### config.mk
export PLATFORM = sky130hd
export DESIGN_NAME = mcu0_ctrl_fsm_flat
export DESIGN_NICKNAME = d
export VERILOG_FILES = /design/src/rtl/mcu0_ctrl_fsm_if.sv /design/src/rtl/mcu0_ctrl_fsm.sv /design/src/flat_wrapper.sv
export SDC_FILE = /design/constraint.sdc
export NUM_CORES = 1
export LEC_CHECK = 0
export ABC_AREA = 1
export BUFFER_PORTS_ARGS = -buffer_cell sky130_fd_sc_hd__buf_2
export CAP_MARGIN = 20
export CORE_ASPECT_RATIO = 1.25
export CORE_MARGIN = 5
export CORE_UTILIZATION = 30
export CTS_CLUSTER_SIZE = 25
export DETAILED_ROUTE_END_ITERATION = 16
export GPL_TIMING_DRIVEN = 1
export HOLD_SLACK_MARGIN = 0.1
export PLACE_DENSITY = 0.66
export SETUP_SLACK_MARGIN = 0.2
export SLEW_MARGIN = 5
export SYNTH_ARGS = -nofsm -noshare
export SYNTH_HDL_FRONTEND = slang
export SYNTH_SLANG_ARGS = --single-unit
### constraint.sdc
create_clock -name clock -period 2.3 [get_ports clock]
set_input_delay 0.345 -clock clock [delete_from_list [all_inputs] [get_ports clock]]
set_output_delay 0.345 -clock clock [all_outputs]
set_load 0.05 [all_outputs]
### src/rtl/mcu0_ctrl_fsm_if.sv
// Memory handshake between the mcu0 control sequencer (master) and the shared memory (slave).
interface mcu0_ctrl_fsm_if;
  logic mem_req;
  logic mem_we;
  logic mem_ready;

  modport master (output mem_req, output mem_we, input mem_ready);
  modport slave  (input mem_req, input mem_we, output mem_ready);
endinterface

### src/rtl/mcu0_ctrl_fsm.sv
// Multi-cycle FETCH/DECODE/EXEC sequencer for the mcu0 accumulator datapath.
// Drives all datapath strobes, holds the CMP flags and counts retired instructions.
module mcu0_ctrl_fsm #(
  parameter int CNT_W = 16
) (
  input  logic              clock,
  input  logic              reset,
  mcu0_ctrl_fsm_if.master   mem,
  input  logic [15:0]       ir,
  input  logic              alu_n,
  input  logic              alu_z,
  output logic              addr_sel,
  output logic              ir_load,
  output logic              pc_load,
  output logic              pc_sel,
  output logic              a_load,
  output logic [3:0]        alu_op,
  output logic              flag_n,
  output logic              flag_z,
  output logic              instr_done,
  output logic [CNT_W-1:0]  retired,
  output logic              halted
);

  typedef enum logic [1:0] {S_FETCH, S_DECODE, S_EXEC, S_HALT} state_t;

  localparam logic [3:0] OP_LD  = 4'h0;
  localparam logic [3:0] OP_ADD = 4'h1;
  localparam logic [3:0] OP_JMP = 4'h2;
  localparam logic [3:0] OP_ST  = 4'h3;
  localparam logic [3:0] OP_CMP = 4'h4;
  localparam logic [3:0] OP_JEQ = 4'h5;

  localparam logic [3:0] ALU_NOP = 4'h0;
  localparam logic [3:0] ALU_ADD = 4'h1;
  localparam logic [3:0] ALU_SUB = 4'h2;

  state_t           state_q, state_d;
  logic             flag_n_q, flag_n_d;
  logic             flag_z_q, flag_z_d;
  logic [CNT_W-1:0] retired_q, retired_d;
  logic             halted_q, halted_d;

  logic [3:0] opcode;
  logic       mem_req_c;
  logic       mem_we_c;
  logic       flag_upd;
  logic       unused_operand;

  assign opcode = ir[15:12];
  // The operand address is routed to memory/PC by the datapath, not by this block.
  assign unused_operand = ^ir[11:0];

  // State register
  always_ff @(posedge clock) begin
    if (reset) begin
      state_q   <= S_FETCH;
      flag_n_q  <= 1'b0;
      flag_z_q  <= 1'b0;
      retired_q <= '0;
      halted_q  <= 1'b0;
    end else begin
      state_q   <= state_d;
      flag_n_q  <= flag_n_d;
      flag_z_q  <= flag_z_d;
      retired_q <= retired_d;
      halted_q  <= halted_d;
    end
  end

  // Next-state logic
  always_comb begin
    state_d = state_q;
    case (state_q)
      S_FETCH: if (mem.mem_ready) state_d = S_DECODE;
      S_DECODE: begin
        case (opcode)
          OP_LD, OP_ADD, OP_ST, OP_CMP: state_d = S_EXEC;
          OP_JMP, OP_JEQ:               state_d = S_FETCH;
          default:                      state_d = S_HALT;
        endcase
      end
      S_EXEC:  if (mem.mem_ready) state_d = S_FETCH;
      default: state_d = S_HALT;
    endcase
  end

  // Output logic; reset overrides everything so an abandoned access never commits.
  always_comb begin
    mem_req_c  = 1'b0;
    mem_we_c   = 1'b0;
    addr_sel   = 1'b0;
    ir_load    = 1'b0;
    pc_load    = 1'b0;
    pc_sel     = 1'b0;
    a_load     = 1'b0;
    alu_op     = ALU_NOP;
    instr_done = 1'b0;
    flag_upd   = 1'b0;
    if (!reset) begin
      case (state_q)
        S_FETCH: begin
          mem_req_c = 1'b1;
          if (mem.mem_ready) begin
            ir_load = 1'b1;
            pc_load = 1'b1;
          end
        end
        S_DECODE: begin
          case (opcode)
            OP_JMP: begin
              pc_load    = 1'b1;
              pc_sel     = 1'b1;
              instr_done = 1'b1;
            end
            OP_JEQ: begin
              pc_load    = flag_z_q;
              pc_sel     = flag_z_q;
              instr_done = 1'b1;
            end
            default: ;
          endcase
        end
        S_EXEC: begin
          mem_req_c = 1'b1;
          addr_sel  = 1'b1;
          mem_we_c  = (opcode == OP_ST);
          if (opcode == OP_ADD)      alu_op = ALU_ADD;
          else if (opcode == OP_CMP) alu_op = ALU_SUB;
          if (mem.mem_ready) begin
            a_load     = (opcode == OP_LD) || (opcode == OP_ADD);
            flag_upd   = (opcode == OP_CMP);
            instr_done = 1'b1;
          end
        end
        default: ;
      endcase
    end
  end

  always_comb begin
    flag_n_d  = flag_upd ? alu_n : flag_n_q;
    flag_z_d  = flag_upd ? alu_z : flag_z_q;
    retired_d = retired_q + CNT_W'(instr_done);
    halted_d  = halted_q || (state_d == S_HALT);
  end

  assign mem.mem_req = mem_req_c;
  assign mem.mem_we  = mem_we_c;
  assign flag_n      = flag_n_q;
  assign flag_z      = flag_z_q;
  assign retired     = retired_q;
  assign halted      = halted_q;

endmodule

### src/flat_wrapper.sv
// flat-port wrapper written by rule: the top's interface ports become plain ports
module mcu0_ctrl_fsm_flat 
#(
  parameter int CNT_W = 16
)
  (clock, reset, ir, alu_n, alu_z, addr_sel, ir_load, pc_load, pc_sel, a_load, alu_op, flag_n, flag_z, instr_done, retired, halted, mem_mem_req, mem_mem_we, mem_mem_ready);
  mcu0_ctrl_fsm_if mem_i ();
  input  logic clock;
  input  logic reset;
  input  logic [15:0] ir;
  input  logic alu_n;
  input  logic alu_z;
  output logic addr_sel;
  output logic ir_load;
  output logic pc_load;
  output logic pc_sel;
  output logic a_load;
  output logic [3:0] alu_op;
  output logic flag_n;
  output logic flag_z;
  output logic instr_done;
  output logic [CNT_W-1:0] retired;
  output logic halted;
  output wire logic [$bits(mem_i.mem_req)-1:0] mem_mem_req;
  output wire logic [$bits(mem_i.mem_we)-1:0] mem_mem_we;
  input wire logic [$bits(mem_i.mem_ready)-1:0] mem_mem_ready;
  assign mem_mem_req = mem_i.mem_req;
  assign mem_mem_we = mem_i.mem_we;
  assign mem_i.mem_ready = mem_mem_ready;
  mcu0_ctrl_fsm #(.CNT_W(CNT_W)) u_core (.clock(clock), .reset(reset), .mem(mem_i), .ir(ir), .alu_n(alu_n), .alu_z(alu_z), .addr_sel(addr_sel), .ir_load(ir_load), .pc_load(pc_load), .pc_sel(pc_sel), .a_load(a_load), .alu_op(alu_op), .flag_n(flag_n), .flag_z(flag_z), .instr_done(instr_done), .retired(retired), .halted(halted));
endmodule
# Yosys cells after proc, flatten, opt, wreduce, memory -nomap -nowiden
# Cells that the tools add are included.
# totals
regBits	21
latchBits	0
mem_bits_rw	0
rom_bits	0
input_bits	21
out_inout_bits	31
word_cells	52
n_memories	0
# op_classes
n_addsub	1
n_mul	0
n_div	0
n_lt_le_gt_ge	0
n_eq_ne	8
shift	0
mux	31
bitwise_logic	0
n_reduce_logical	7
# ops
cell	n
2-to-1 mux 1 bit	20
adder 16 x 1 -> 16 bit	1
2-to-1 mux 4 bit	3
equality test 4 x 2 -> 1 bit, second input constant	2
equality test 4 x 3 -> 1 bit, second input constant	2
2-to-1 mux 2 bit	3
one-hot mux 1 bit (2 select lines)	3
one-hot mux 2 bit (3 select lines)	1
equality test 2 bit, second input constant	2
equality test 4 x 1 -> 1 bit, second input constant	1
logical NOT 4 bit	1
one-hot mux 2 bit (2 select lines)	1
OR reduction 2 bit	2
OR reduction 4 bit	1
equality test 2 x 1 -> 1 bit, second input constant	1
logical NOT 2 bit	1
logical OR 1 bit	2

# Longest topological paths before layout
# logic_depth
depth_word	6
depth_mapped	14
ltp_nobuf	14

# Worst setup path after synthesis
# No wires, ideal clock.
# synth_path
kind	input port to flip-flop
startpoint	input port reset
endpoint	register u_core.retired_q[8] (netlist: u_core.retired[8])
setup_time_ns	0.070
t_arrival_ns	3.093
required_time_ns	2.230
slack_ns	-0.862
stages	14
n_path_buf	1
cell_sequence	buf_2 > inv_4 > nand2_2 > inv_1 > nand2_1 > a21boi_1 > ha_1 > ha_1 > nand3_2 > nor2_2 > nand2_1 > clkinv_1 > nand2_1 > a21oi_1
# synth_between
elab_chain_len	2
# synth_rtl
item	line	rtl
start: declaration	flat_wrapper.sv:9	input logic reset;
2-to-1 mux 1 bit	mcu0_ctrl_fsm.sv:100	if (!reset) begin
named net instr_done	flat_wrapper.sv:21	output logic instr_done;
adder 16 x 1 -> 16 bit	mcu0_ctrl_fsm.sv:144	retired_d = retired_q + CNT_W'(instr_done);
end signal: assignment	mcu0_ctrl_fsm.sv:66	retired_q <= retired_d;
end: declaration	mcu0_ctrl_fsm.sv:41	logic [CNT_W-1:0] retired_q, retired_d;
# The timed path passes the listed nets, and every way through them passes these cells.
# A chain may end at the register's enable or synchronous reset.

# Worst setup path in the final report
# layout_path
startpoint	register u_core.state_q[1]
endpoint	register u_core.retired_q[14] (netlist: u_core.retired[14])
# layout_between
elab_chain_len	4
word_cells_on_any_way	5
cone_classes	add/sub (1); eq/ne (2); mux (2)
# layout_rtl
item	line	rtl
start: declaration	mcu0_ctrl_fsm.sv:38	state_t state_q, state_d;
start signal: assignment	mcu0_ctrl_fsm.sv:63	state_q <= state_d;
equality test 2 bit or equality test 2 x 1 -> 1 bit (tied branches)	mcu0_ctrl_fsm.sv:101	case (state_q)
one-hot mux 1 bit (2 select lines) (*)	mcu0_ctrl_fsm.sv:101	
2-to-1 mux 1 bit (*)	mcu0_ctrl_fsm.sv:100	
adder 16 x 1 -> 16 bit (*)	mcu0_ctrl_fsm.sv:144	
# Every way passes the cells marked *; elsewhere a longest branch is shown, timed or not.

==> reports/results.txt <==
CTS tree - done
Crit path kind - flip-flop to flip-flop
Clock slew at reported path FFs - 90 ps
Final Setup Violations - 0
Commonest non-fill, non-tap cell in the layout - buf_2
Worst hold path type - input port to flip-flop
Antenna diodes - 0
I/O pins - 52
Cell depth of the worst flop-to-flop path - 12
Most frequent cells in the layout - buf_2, nand2_1, nor2_1
Cts hold-fix bufs - 0
Smallest hold slack - 306 ps
Number of global-route vias before repair - 1181
Synth Register Bits - 21
Worst-Skew Late Latency - 270 ps
Clock Tree Buf Depth - 2
Slew Viols, Final - 0
Yosys cell types - 31
Avg Cell Area, Syn - 6.69 um2
Final ANT Viol Nets - 0
GPL Wtd Cong - 0.761
RSZ-0062 raised after global routing - no
CP max FO - 5
Clk root buf - clkbuf_8
Hold path cells - 3
Crit share post-route - 86.2%
Critical path origin - u_core.state_q[1]$_SDFF_PP0_
Ys async rst share - 0%
Initial antenna violation count - 0
Main synth FF type - dfxtp_1
# rows - 26
Max_cap viols - 0
Total Power - 812 uW
Die Y - 81.4 um
Die ar. - 0.00546 mm2
CTS H-Tree Depth - 1
Via count - 1250
Iteration-0 DRC Markers - 28
Yosys warns - 0
Hold Vio Cnt, Final - 0
Setup Skew - 10.8 ps
TritonRoute pass-1 iters - 4
CTS Buf Count - 3
Drt drc - 0
# port buffers - 37
Number of flops mapped to enable cells by yosys - 0
First-pass GRT wire length - 4940 um
Critical Path AT - 2140 ps
Crit end category - flip-flop
Area grow syn2layout - 34.5%
Vias per cell - 4.45
Placeable core area - 0.00403 mm2
P per Cell Area - 494 mW/mm2
VDD IR-drop max - 187 uV
FF-to-FF Start - u_core.state_q[1]$_SDFF_PP0_
Filler cell count - 474
Cell Area, Synth - 0.00122 mm2
Syn Inst Count - 183
Max Freq - 504 MHz
Initial cell density of the core - 30.3%
Final HPWL DP - 2440 um
Setup crit start kind - flip-flop
Nets - 253
Share of cells above drive strength 1 - 33.3%
Register area share after synthesis - 34.4%
Largest net degree at the start of global routing - 17
Clock Sinks - 21
P_leak - 0.000665 uW
WP data required - 2460 ps
Hold_sp - alu_n
Final global-route overflow total - 0
Minimum clock period - 1980 ps
Total Wirelength - 3080 um
DR WL/cell - 11.0 um
Die W - 67.1 um
Status - finished clean
Aggregate global-route resource usage - 11.6%
==> cell type report <==
cell class	count	area [um2]	area share, %
clock buffer	3	41.3	2.51
inverter	27	114	6.92
sequential	21	423	25.7
timing repair buffer	41	215	13.1
tap	56	70.1	4.26
clock inverter	1	7.51	0.456
multi-input combinational	132	774	47.1
==> worst max-delay path, stage by stage (launching register included) <==
cell	delay (ps)
dfxtp_2	360
inv_1	90
ha_2	210
nand3_2	130
a21boi_4	210
ha_4	170
ha_4	160
nand3_4	100
nor2_4	140
buf_4	130
nand3_1	60
nand2_1	70
a21oi_1	60
==> worst paths after layout <==
path,to,slack (ps)
setup / recovery,u_core.retired[14]$_SDFF_PP0_,320
hold reg to reg,u_core.halted$_SDFF_PP0_,450
setup reg to reg,u_core.retired[14]$_SDFF_PP0_,320
hold / removal,u_core.flag_n$_SDFFE_PP0P_,310
==> metal layers <==
| metal | part of all wire [%] | GRT usage [%] | up-vias | routed length, um |
|---|---|---|---|---|
| met5 | 0 | 0 | - | 0 |
| met4 | 1.9 | 4.87 | 0 | 59 |
| met3 | 6.5 | 3.04 | 6 | 201 |
| met2 | 49 | 20.6 | 33 | 1520 |
| met1 | 42 | 12.7 | 553 | 1300 |
| li1 | - | - | 658 | - |
==> power breakdown <==
group	internal [uW]	switching (uW)	total [uW]
clock network	122	130	252
registers	375	10.3	385
logic	54.3	121	175
==> flip-flops by register name, indices dropped and copies added, names as in the netlist <==
signal and count:
u_core.retired 16, u_core.state_q 2, u_core.flag_n 1, u_core.flag_z 1
u_core.halted 1
==> metrics by stage <==
step / TNS, ps / cell area [um2] / utilization, % / setup slack (ps) / instances
2_1_floorplan: -53.9 / 1320 / - / -47.7 / 184
3_3_place_gp: 0 / 1560 / 38.7 / 86.3 / 275
3_5_place_dp: 0 / 1560 / 38.7 / 18.7 / 275
4_1_cts: 0 / 1610 / 39.9 / 201 / 279
5_1_grt: 0 / 1650 / 40.8 / 190 / 281
6_report: 0 / 1650 / 40.8 / 316 / 281
==> cells in the mapped netlist (2+ instances only) <==
library cell	n	area share, %
inv_1	20	6.1
nand4_1	6	3.1
clkinv_1	2	0.61
a21oi_1	13	5.3
nor2_1	30	9.2
dfxtp_1	21	34
o21ai_1	5	2.0
nand2_2	2	1.0
buf_4	2	1.2
nand3_1	9	3.7
nand2_1	38	12
nor2_2	3	1.5
nor2_4	3	2.8
ha_1	6	6.1
o21ai_0	2	0.82
nor3_1	3	1.2
inv_2	4	1.2
==> what timing repair did <==
item                                   4_1_cts  5_1_grt
resized for setup                            0        4
setup buffers                                0        2
setup endpoints to repair                    0        5
endpoints found under the hold margin        0        0
==> cell families (layout without fill, tap and decap cells) <==
| kind of cell | count (synthesis) | after routing | synth area share, % |
|---|---|---|---|
| XOR/XNOR | 2 | 2 | 1.43 |
| other | 1 | 2 | 0.306 |
| AND/OR/NAND/NOR | 99 | 99 | 37.4 |
| AO/OA/AOI/OAI | 23 | 23 | 9.92 |
| buffers and inverters | 31 | 72 | 10.4 |
| flip-flops | 21 | 21 | 34.4 |
| adder cells (fa/ha/maj) | 6 | 6 | 6.13 |
Note: power is estimated with default switching activity, not from simulation.
